==> config.mk <==
export PLATFORM = sky130hd
export DESIGN_NAME = clk_gate_ctrl_flat
export DESIGN_NICKNAME = d
export VERILOG_FILES = /design/src/rtl/clk_gate_ctrl_if.sv /design/src/rtl/clk_gate_ctrl.sv /design/src/flat_wrapper.sv
export SDC_FILE = /design/constraint.sdc
export NUM_CORES = 1
export LEC_CHECK = 0
export ABC_AREA = 1
export BUFFER_PORTS_ARGS = -buffer_cell sky130_fd_sc_hd__clkbuf_2
export CORE_UTILIZATION = 30
export DETAILED_ROUTE_END_ITERATION = 10
export PLACE_DENSITY = 0.52
export SLEW_MARGIN = 20
export SYNTH_ARGS = -nofsm -noshare
export SYNTH_HDL_FRONTEND = slang
export SYNTH_SLANG_ARGS = --single-unit
==> constraint.sdc <==
create_clock -name clk -period 2.2 [get_ports clk]
set_clock_uncertainty 0.05 [all_clocks]
set_input_delay 0.44 -clock clk [delete_from_list [all_inputs] [get_ports clk]]
set_output_delay 0.44 -clock clk [all_outputs]
set_load 0.05 [all_outputs]
==> src/rtl/clk_gate_ctrl_if.sv <==
// Handshake and gating signals between the idle-detection controller and
// the upstream requester / gated compute unit.
interface clk_gate_ctrl_if;
    logic req_valid;
    logic unit_busy;
    logic req_ready;
    logic clk_en;
    logic gated;

    // Upstream requester / unit side: drives activity, observes gating.
    modport master (
        output req_valid,
        output unit_busy,
        input  req_ready,
        input  clk_en,
        input  gated
    );

    // Controller side.
    modport slave (
        input  req_valid,
        input  unit_busy,
        output req_ready,
        output clk_en,
        output gated
    );
endinterface

==> src/rtl/clk_gate_ctrl.sv <==
// Idle-detection clock-gate controller. Counts idle cycles of a compute unit,
// drops the clock-gate enable after a programmable threshold, and on new work
// re-enables the clock while holding off requests for a fixed wake window.
// Saturating counters report gate entries and cycles spent gated.
module clk_gate_ctrl #(
    parameter int unsigned IDLE_CNT_W  = 8,
    parameter int unsigned WAKE_CYCLES = 2,
    parameter int unsigned STAT_W      = 16
) (
    input  logic                  clk,
    input  logic                  rst,
    input  logic                  cfg_gate_en,
    input  logic [IDLE_CNT_W-1:0] cfg_idle_thresh,
    input  logic                  force_on,
    input  logic                  stat_clr,
    clk_gate_ctrl_if.slave        bus,
    output logic [STAT_W-1:0]     stat_gate_events,
    output logic [STAT_W-1:0]     stat_gated_cycles
);

    // Wake counter only needs to reach WAKE_CYCLES-1.
    localparam int unsigned WakeCntW = (WAKE_CYCLES > 1) ? $clog2(WAKE_CYCLES) : 1;
    localparam logic [WakeCntW-1:0] WakeLast = WakeCntW'(WAKE_CYCLES - 1);

    typedef enum logic [1:0] {
        StOn    = 2'd0,
        StCount = 2'd1,
        StOff   = 2'd2,
        StWake  = 2'd3
    } state_e;

    state_e                state_q, state_d;
    logic [IDLE_CNT_W-1:0] idle_cnt_q, idle_cnt_d;
    logic [WakeCntW-1:0]   wake_cnt_q, wake_cnt_d;
    logic                  clk_en_q, clk_en_d;
    logic                  req_ready_q, req_ready_d;
    logic                  gated_q, gated_d;
    logic [STAT_W-1:0]     events_q, events_d;
    logic [STAT_W-1:0]     cycles_q, cycles_d;

    logic                  wake_cond;
    logic                  idle;
    logic [IDLE_CNT_W-1:0] thr;
    logic                  event_inc;
    logic                  cycle_inc;

    // Activity detection and effective threshold (a zero threshold acts as 1).
    always_comb begin
        wake_cond = bus.req_valid | bus.unit_busy | force_on | ~cfg_gate_en;
        idle      = ~wake_cond;
        thr       = (cfg_idle_thresh == '0) ? IDLE_CNT_W'(1) : cfg_idle_thresh;
    end

    // Next-state logic for the gating FSM and its counters.
    always_comb begin
        state_d    = state_q;
        idle_cnt_d = idle_cnt_q;
        wake_cnt_d = wake_cnt_q;
        unique case (state_q)
            StOn: begin
                if (idle) begin
                    state_d    = StCount;
                    idle_cnt_d = IDLE_CNT_W'(1);
                end
            end
            StCount: begin
                // req_valid is part of wake_cond, so ready never drops under a pending request.
                if (wake_cond) begin
                    state_d    = StOn;
                    idle_cnt_d = '0;
                end else if (idle_cnt_q >= thr) begin
                    state_d    = StOff;
                    idle_cnt_d = '0;
                end else if (idle_cnt_q != '1) begin
                    idle_cnt_d = idle_cnt_q + IDLE_CNT_W'(1);
                end
            end
            StOff: begin
                if (wake_cond) begin
                    state_d    = StWake;
                    wake_cnt_d = '0;
                end
            end
            StWake: begin
                // Runs to completion regardless of wake_cond; covers the gate cell's enable flop.
                if (wake_cnt_q == WakeLast) begin
                    state_d    = StOn;
                    wake_cnt_d = '0;
                end else begin
                    wake_cnt_d = wake_cnt_q + WakeCntW'(1);
                end
            end
            default: begin
                state_d    = StOn;
                idle_cnt_d = '0;
                wake_cnt_d = '0;
            end
        endcase
    end

    // Output decode from the next state so outputs are registered yet aligned with the state.
    always_comb begin
        clk_en_d    = 1'b1;
        req_ready_d = 1'b1;
        gated_d     = 1'b0;
        unique case (state_d)
            StOn, StCount: begin
                clk_en_d    = 1'b1;
                req_ready_d = 1'b1;
            end
            StOff: begin
                clk_en_d    = 1'b0;
                req_ready_d = 1'b0;
                gated_d     = 1'b1;
            end
            StWake: begin
                clk_en_d    = 1'b1;
                req_ready_d = 1'b0;
            end
            default: begin
                clk_en_d    = 1'b1;
                req_ready_d = 1'b1;
            end
        endcase
    end

    // Saturating statistics; a clear takes priority over a same-cycle increment.
    always_comb begin
        event_inc = (state_d == StOff) && (state_q != StOff);
        cycle_inc = (state_d == StOff);

        events_d = events_q;
        if (stat_clr) begin
            events_d = '0;
        end else if (event_inc && (events_q != '1)) begin
            events_d = events_q + STAT_W'(1);
        end

        cycles_d = cycles_q;
        if (stat_clr) begin
            cycles_d = '0;
        end else if (cycle_inc && (cycles_q != '1)) begin
            cycles_d = cycles_q + STAT_W'(1);
        end
    end

    // State, counter and output registers; reset leaves the clock running.
    always_ff @(posedge clk or posedge rst) begin
        if (rst) begin
            state_q     <= StOn;
            idle_cnt_q  <= '0;
            wake_cnt_q  <= '0;
            clk_en_q    <= 1'b1;
            req_ready_q <= 1'b1;
            gated_q     <= 1'b0;
            events_q    <= '0;
            cycles_q    <= '0;
        end else begin
            state_q     <= state_d;
            idle_cnt_q  <= idle_cnt_d;
            wake_cnt_q  <= wake_cnt_d;
            clk_en_q    <= clk_en_d;
            req_ready_q <= req_ready_d;
            gated_q     <= gated_d;
            events_q    <= events_d;
            cycles_q    <= cycles_d;
        end
    end

    assign bus.clk_en        = clk_en_q;
    assign bus.req_ready     = req_ready_q;
    assign bus.gated         = gated_q;
    assign stat_gate_events  = events_q;
    assign stat_gated_cycles = cycles_q;

endmodule

==> src/flat_wrapper.sv <==
// flat-port wrapper written by rule: the top's interface ports become plain ports
module clk_gate_ctrl_flat 
#(
    parameter int unsigned IDLE_CNT_W  = 8,
    parameter int unsigned WAKE_CYCLES = 2,
    parameter int unsigned STAT_W      = 16
)
  (clk, rst, cfg_gate_en, cfg_idle_thresh, force_on, stat_clr, stat_gate_events, stat_gated_cycles, bus_req_valid, bus_unit_busy, bus_req_ready, bus_clk_en, bus_gated);
  clk_gate_ctrl_if bus_i ();
  input  logic clk;
  input  logic rst;
  input  logic cfg_gate_en;
  input  logic [IDLE_CNT_W-1:0] cfg_idle_thresh;
  input  logic force_on;
  input  logic stat_clr;
  output logic [STAT_W-1:0] stat_gate_events;
  output logic [STAT_W-1:0] stat_gated_cycles;
  input wire logic [$bits(bus_i.req_valid)-1:0] bus_req_valid;
  input wire logic [$bits(bus_i.unit_busy)-1:0] bus_unit_busy;
  output wire logic [$bits(bus_i.req_ready)-1:0] bus_req_ready;
  output wire logic [$bits(bus_i.clk_en)-1:0] bus_clk_en;
  output wire logic [$bits(bus_i.gated)-1:0] bus_gated;
  assign bus_i.req_valid = bus_req_valid;
  assign bus_i.unit_busy = bus_unit_busy;
  assign bus_req_ready = bus_i.req_ready;
  assign bus_clk_en = bus_i.clk_en;
  assign bus_gated = bus_i.gated;
  clk_gate_ctrl #(.IDLE_CNT_W(IDLE_CNT_W), .WAKE_CYCLES(WAKE_CYCLES), .STAT_W(STAT_W)) u_core (.clk(clk), .rst(rst), .cfg_gate_en(cfg_gate_en), .cfg_idle_thresh(cfg_idle_thresh), .force_on(force_on), .stat_clr(stat_clr), .bus(bus_i), .stat_gate_events(stat_gate_events), .stat_gated_cycles(stat_gated_cycles));
endmodule
==> key figures <==
Run status
  • Outcome: finished clean

Synthesis
  • Yosys warns: 0
  • Main combinational cell family by area after synthesis: simple AND/OR/NAND/NOR gates
  • Synth top area share: 0.358
  • Dominant cells by area after synthesis: dfrtp_1 36%, nand2_1 15%, nand3_1 9.4%
  • Syn Inst Count: 432
  • Mapped cell area: 3080 um^2
  • Syn Area/Cell: 7.13 um^2
  • Fraction of synthesized area in multiplexers: 0
  • Distinct cells, synth: 30
  • Synth area leader: dfrtp_1
  • Register area share after synthesis: 0.375
  • Post-Syn Nets: 458
  • Xor/xnor share of the synthesized area: 0.0711
  • Synth Area in Simple Gates: 0.375
  • Count of state elements after synthesis: between 40 and 50
  • Synthesized-area fraction occupied by adder cells: 0.0447
  • Compound-Gate Fraction of Synth Area: 0.0544

Hold path
  • Hold crit path type: in2async

Routing
  • DRT met1 WL: 3830 um
  • Vias per std cell: 4.63
  • Wirelength per Cell: ~12 um
  • Met3 WL: between 200 and 300 um
  • Uppermost routed layer: met4
  • Residual DRC count: 0
  • First-pass iteration count of the detailed router: 4
  • Initial DRC Count: ~120
  • Via count: just under 3000
  • Wire length on met2: between 3000 and 4000 um
  • Final ANT Viol Nets: 0
  • Final WL: 7710 um

Die
  • Initial Utilization: 0.312
  • Die ar.: between 10000 and 15000 um^2
  • Row Count: 36
  • CORE AREA: 9860 um^2
  • Die Span Y: just over 100 um
  • Die width: a little over 100 um
  • Boundary Pins: 50

STA
  • Max-slew violations: 0
  • Worst-Margin Slew: roughly 0.50 ns
  • RSZ-0062 raised after global routing: true
  • Final setup vio count: 0
  • Min Clock Period, post-route: about 2.0 ns
  • Final critical-path setup slack: 0.152 ns
  • Period utilisation layout: 0.931
  • Final TNS setup: 0 ns
  • Hold Fails Final Rpt: 0
  • Max Fclk: 488 MHz
  • Slew headroom: 0.667

Layout
  • Register area: roughly 1200 um^2
  • Share of cells above drive strength 1: 0.217
  • Area Growth Syn to Fin: 24.9%
  • Ant diodes: 0
  • Post-route cell area: roughly 3800 um^2
  • Fillers: around 1000
  • NumNets Final: between 500 and 600
  • Multi-input logic area: roughly 1700 um^2

Place
  • Setup WS pre-CTS: -0.218 ns
  • DP Wirelength: between 5000 and 6000 um
  • IO Port Bufs: between 40 and 50
  • Gp weighted congestion: around 0.81
  • Cell Area, Placed: 3610 um^2

Worst setup path
  • Critical path arrival: roughly 2.2 ns
  • Critical path class: in2reg
  • Reg2Reg Setup Slack: 0.20 ns
  • Critical Path Source Type: input port
  • Reg2reg path depth: 13
  • Start point of the critical path: cfg_idle_thresh[6]
  • Worst R2R Start: u_core.idle_cnt_q[3]
  • Endpoint class of the critical path: flip-flop
  • Critical R2R Capture: u_core.stat_gated_cycles[4]
  • CP required: 2.34 ns
  • CP max FO: 15
  • Critical Path End: u_core.stat_gated_cycles[12]

Pwr
  • Worst vdd rail ir drop: ~0.29 mV
  • P per Cell Area: about 640 nW/um^2
  • Clock Power Share: 0.319
  • Internal power: 1.65 mW
  • Sw Pwr: between 0.8 and 0.9 mW
  • Leakage: between 1.5 and 2 nW
  • Switching Fraction: 0.333
  • Combinational Power Share: 0.291
  • Sequential share of power: 0.390

GRT
  • Vias in the first global route: 2662
  • Maximum number of pins on one net before global-route repair: 28
  • Antenna violations before repair: 0
  • GRT Residual Overflow: 0
  • First-pass GRT wire length: between 10000 and 15000 um
  • GRT Overall Usage: 0.150

Job
  • Max Cap Viol: 0

Clock tree
  • Clock Path Buffers: 2
  • Clk root buf: clkbuf_8
  • Clock latency on the worst-skew pair: ~0.3 ns
  • CTS tree: done
  • Worst-path clk slew: around 0.1 ns
  • H-tree depth: 2
  • CTS buffer count: 5
  • Sink Count: 46
-- layer usage --
layer,vias up,GRT usage
li1,1524,-
met1,1360,0.207
met2,52,0.247
met3,6,0.0242
met4,0,0.0347
met5,-,0
-- through the flow --
step	total power, mW	util	std cells	hold WS (ns)
finish	2.48	0.390	635	0.0896
detailed placement	1.67	0.366	624	0.411
CTS	2.48	0.380	632	0.104
floorplan	1.43	-	432	0.396
global route	2.63	0.390	635	0.121
global placement	1.68	0.366	624	0.413
-- worst min-delay path by stage --
stage / from / slack [ns] / endpoint / depth (start not counted)
final: rst / 0.09 / u_core.stat_gate_events[14] / 2
after global routing: rst / 0.12 / u_core.stat_gate_events[14] / 2
after CTS: rst / 0.10 / u_core.stat_gate_events[14] / 2
after detailed placement: u_core.wake_cnt_q / 0.41 / u_core.wake_cnt_q / 2
after global placement: u_core.wake_cnt_q / 0.41 / u_core.wake_cnt_q / 2
after floorplan: u_core.wake_cnt_q / 0.40 / u_core.wake_cnt_q / 2
-- cells in the final DEF (no fill, tap or decap), types with 2 or more instances in the layout --
cell type    n
a21o_1       2
a21oi_1      3
a31oi_1      2
buf_4       19
bufinv_16    2
clkbuf_2    49
clkbuf_8     6
dfrtp_1     42
dfrtp_2      2
dfstp_2      2
ha_1        10
inv_1       43
inv_2        6
nand2_1    118
nand2_2      2
nand2_4      2
nand3_1     57
nand4_1      4
nor2_1      60
nor3_1      12
nor3b_1      3
nor4_1       2
o21ai_0      7
o21ai_1      2
o21ai_2      5
xnor2_1      4
xor2_1      21
-- what timing repair did --
| item | CTS | global route |
|---|---|---|
| resized for setup | 0 | 13 |
| hold buffers | 0 | 0 |
| setup endpoints to repair | 0 | 22 |
| setup buffers | 0 | 2 |
-- kinds of logic (layout without fill, tap and decap cells) --
| family | Yosys count | in the layout |
|---|---|---|
| buffers and inverters | 59 | 129 |
| AND/OR/NAND/NOR | 267 | 267 |
| XOR/XNOR | 25 | 25 |
| AO/OA/AOI/OAI | 24 | 24 |
| flip-flops | 46 | 46 |
| adder cells (fa/ha/maj) | 11 | 11 |
-- registers in the layout (all words and copies together), names as in the netlist --
signal,cells
u_core.state_q,2
u_core.bus.clk_en,1
u_core.idle_cnt_q,8
u_core.stat_gate_events,16
u_core.wake_cnt_q,1
u_core.bus.gated,1
u_core.stat_gated_cycles,16
u_core.bus.req_ready,1
-- layout make-up --
type | count | share of cell area
clock buffer | 6 | 0.0215
sequential | 46 | 0.301
multi-input combinational | 327 | 0.452
timing repair buffer | 72 | 0.119
tap | 133 | 0.0433
inverter | 49 | 0.0478
clock inverter | 2 | 0.0156
-- critical path, stage by stage --
cell and delay [ns]:
clkbuf_2 0.09, nor4_2 0.25, a41o_1 0.19, ha_1 0.22, nand2_1 0.06, nor2_1 0.03, nor2_1 0.08, nand2_1 0.06
nand2_2 0.10, nand2_4 0.08, nand2_1 0.07, nand2_2 0.07, nand3_4 0.16, nand2_8 0.12, nand2_1 0.09, nand2_1 0.05
-- Yosys cell counts --
library cell and instances:
buf_4 1, nor2_4 1, ha_1 11, a21o_1 2, inv_2 3, o211ai_4 1
inv_1 46, nand2_1 119, nor2_1 61, dfstp_2 2, nor3_1 12, dfrtp_1 44
nand2_2 3, o21ai_1 2, nand4_1 4, nor3b_1 3, xor2_1 21, a41o_1 1
buf_6 3, nand2_4 1, o21ai_2 5, a31oi_1 2, a21oi_1 4, nor4_1 3
nand3_2 1, nand3_1 58, o21ai_0 7, xnor2_1 4, nor3_2 1, clkbuf_1 6
-- power by group through the flow --
stage | combinational, mW | clock [mW] | sequential [mW]
floorplan | 0.374 | 0 | 1.06
global placement | 0.695 | 0 | 0.982
detailed placement | 0.689 | 0 | 0.983
CTS | 0.692 | 0.818 | 0.966
global route | 0.805 | 0.847 | 0.976
finish | 0.722 | 0.789 | 0.966
Power figures use the tool's default switching activity.
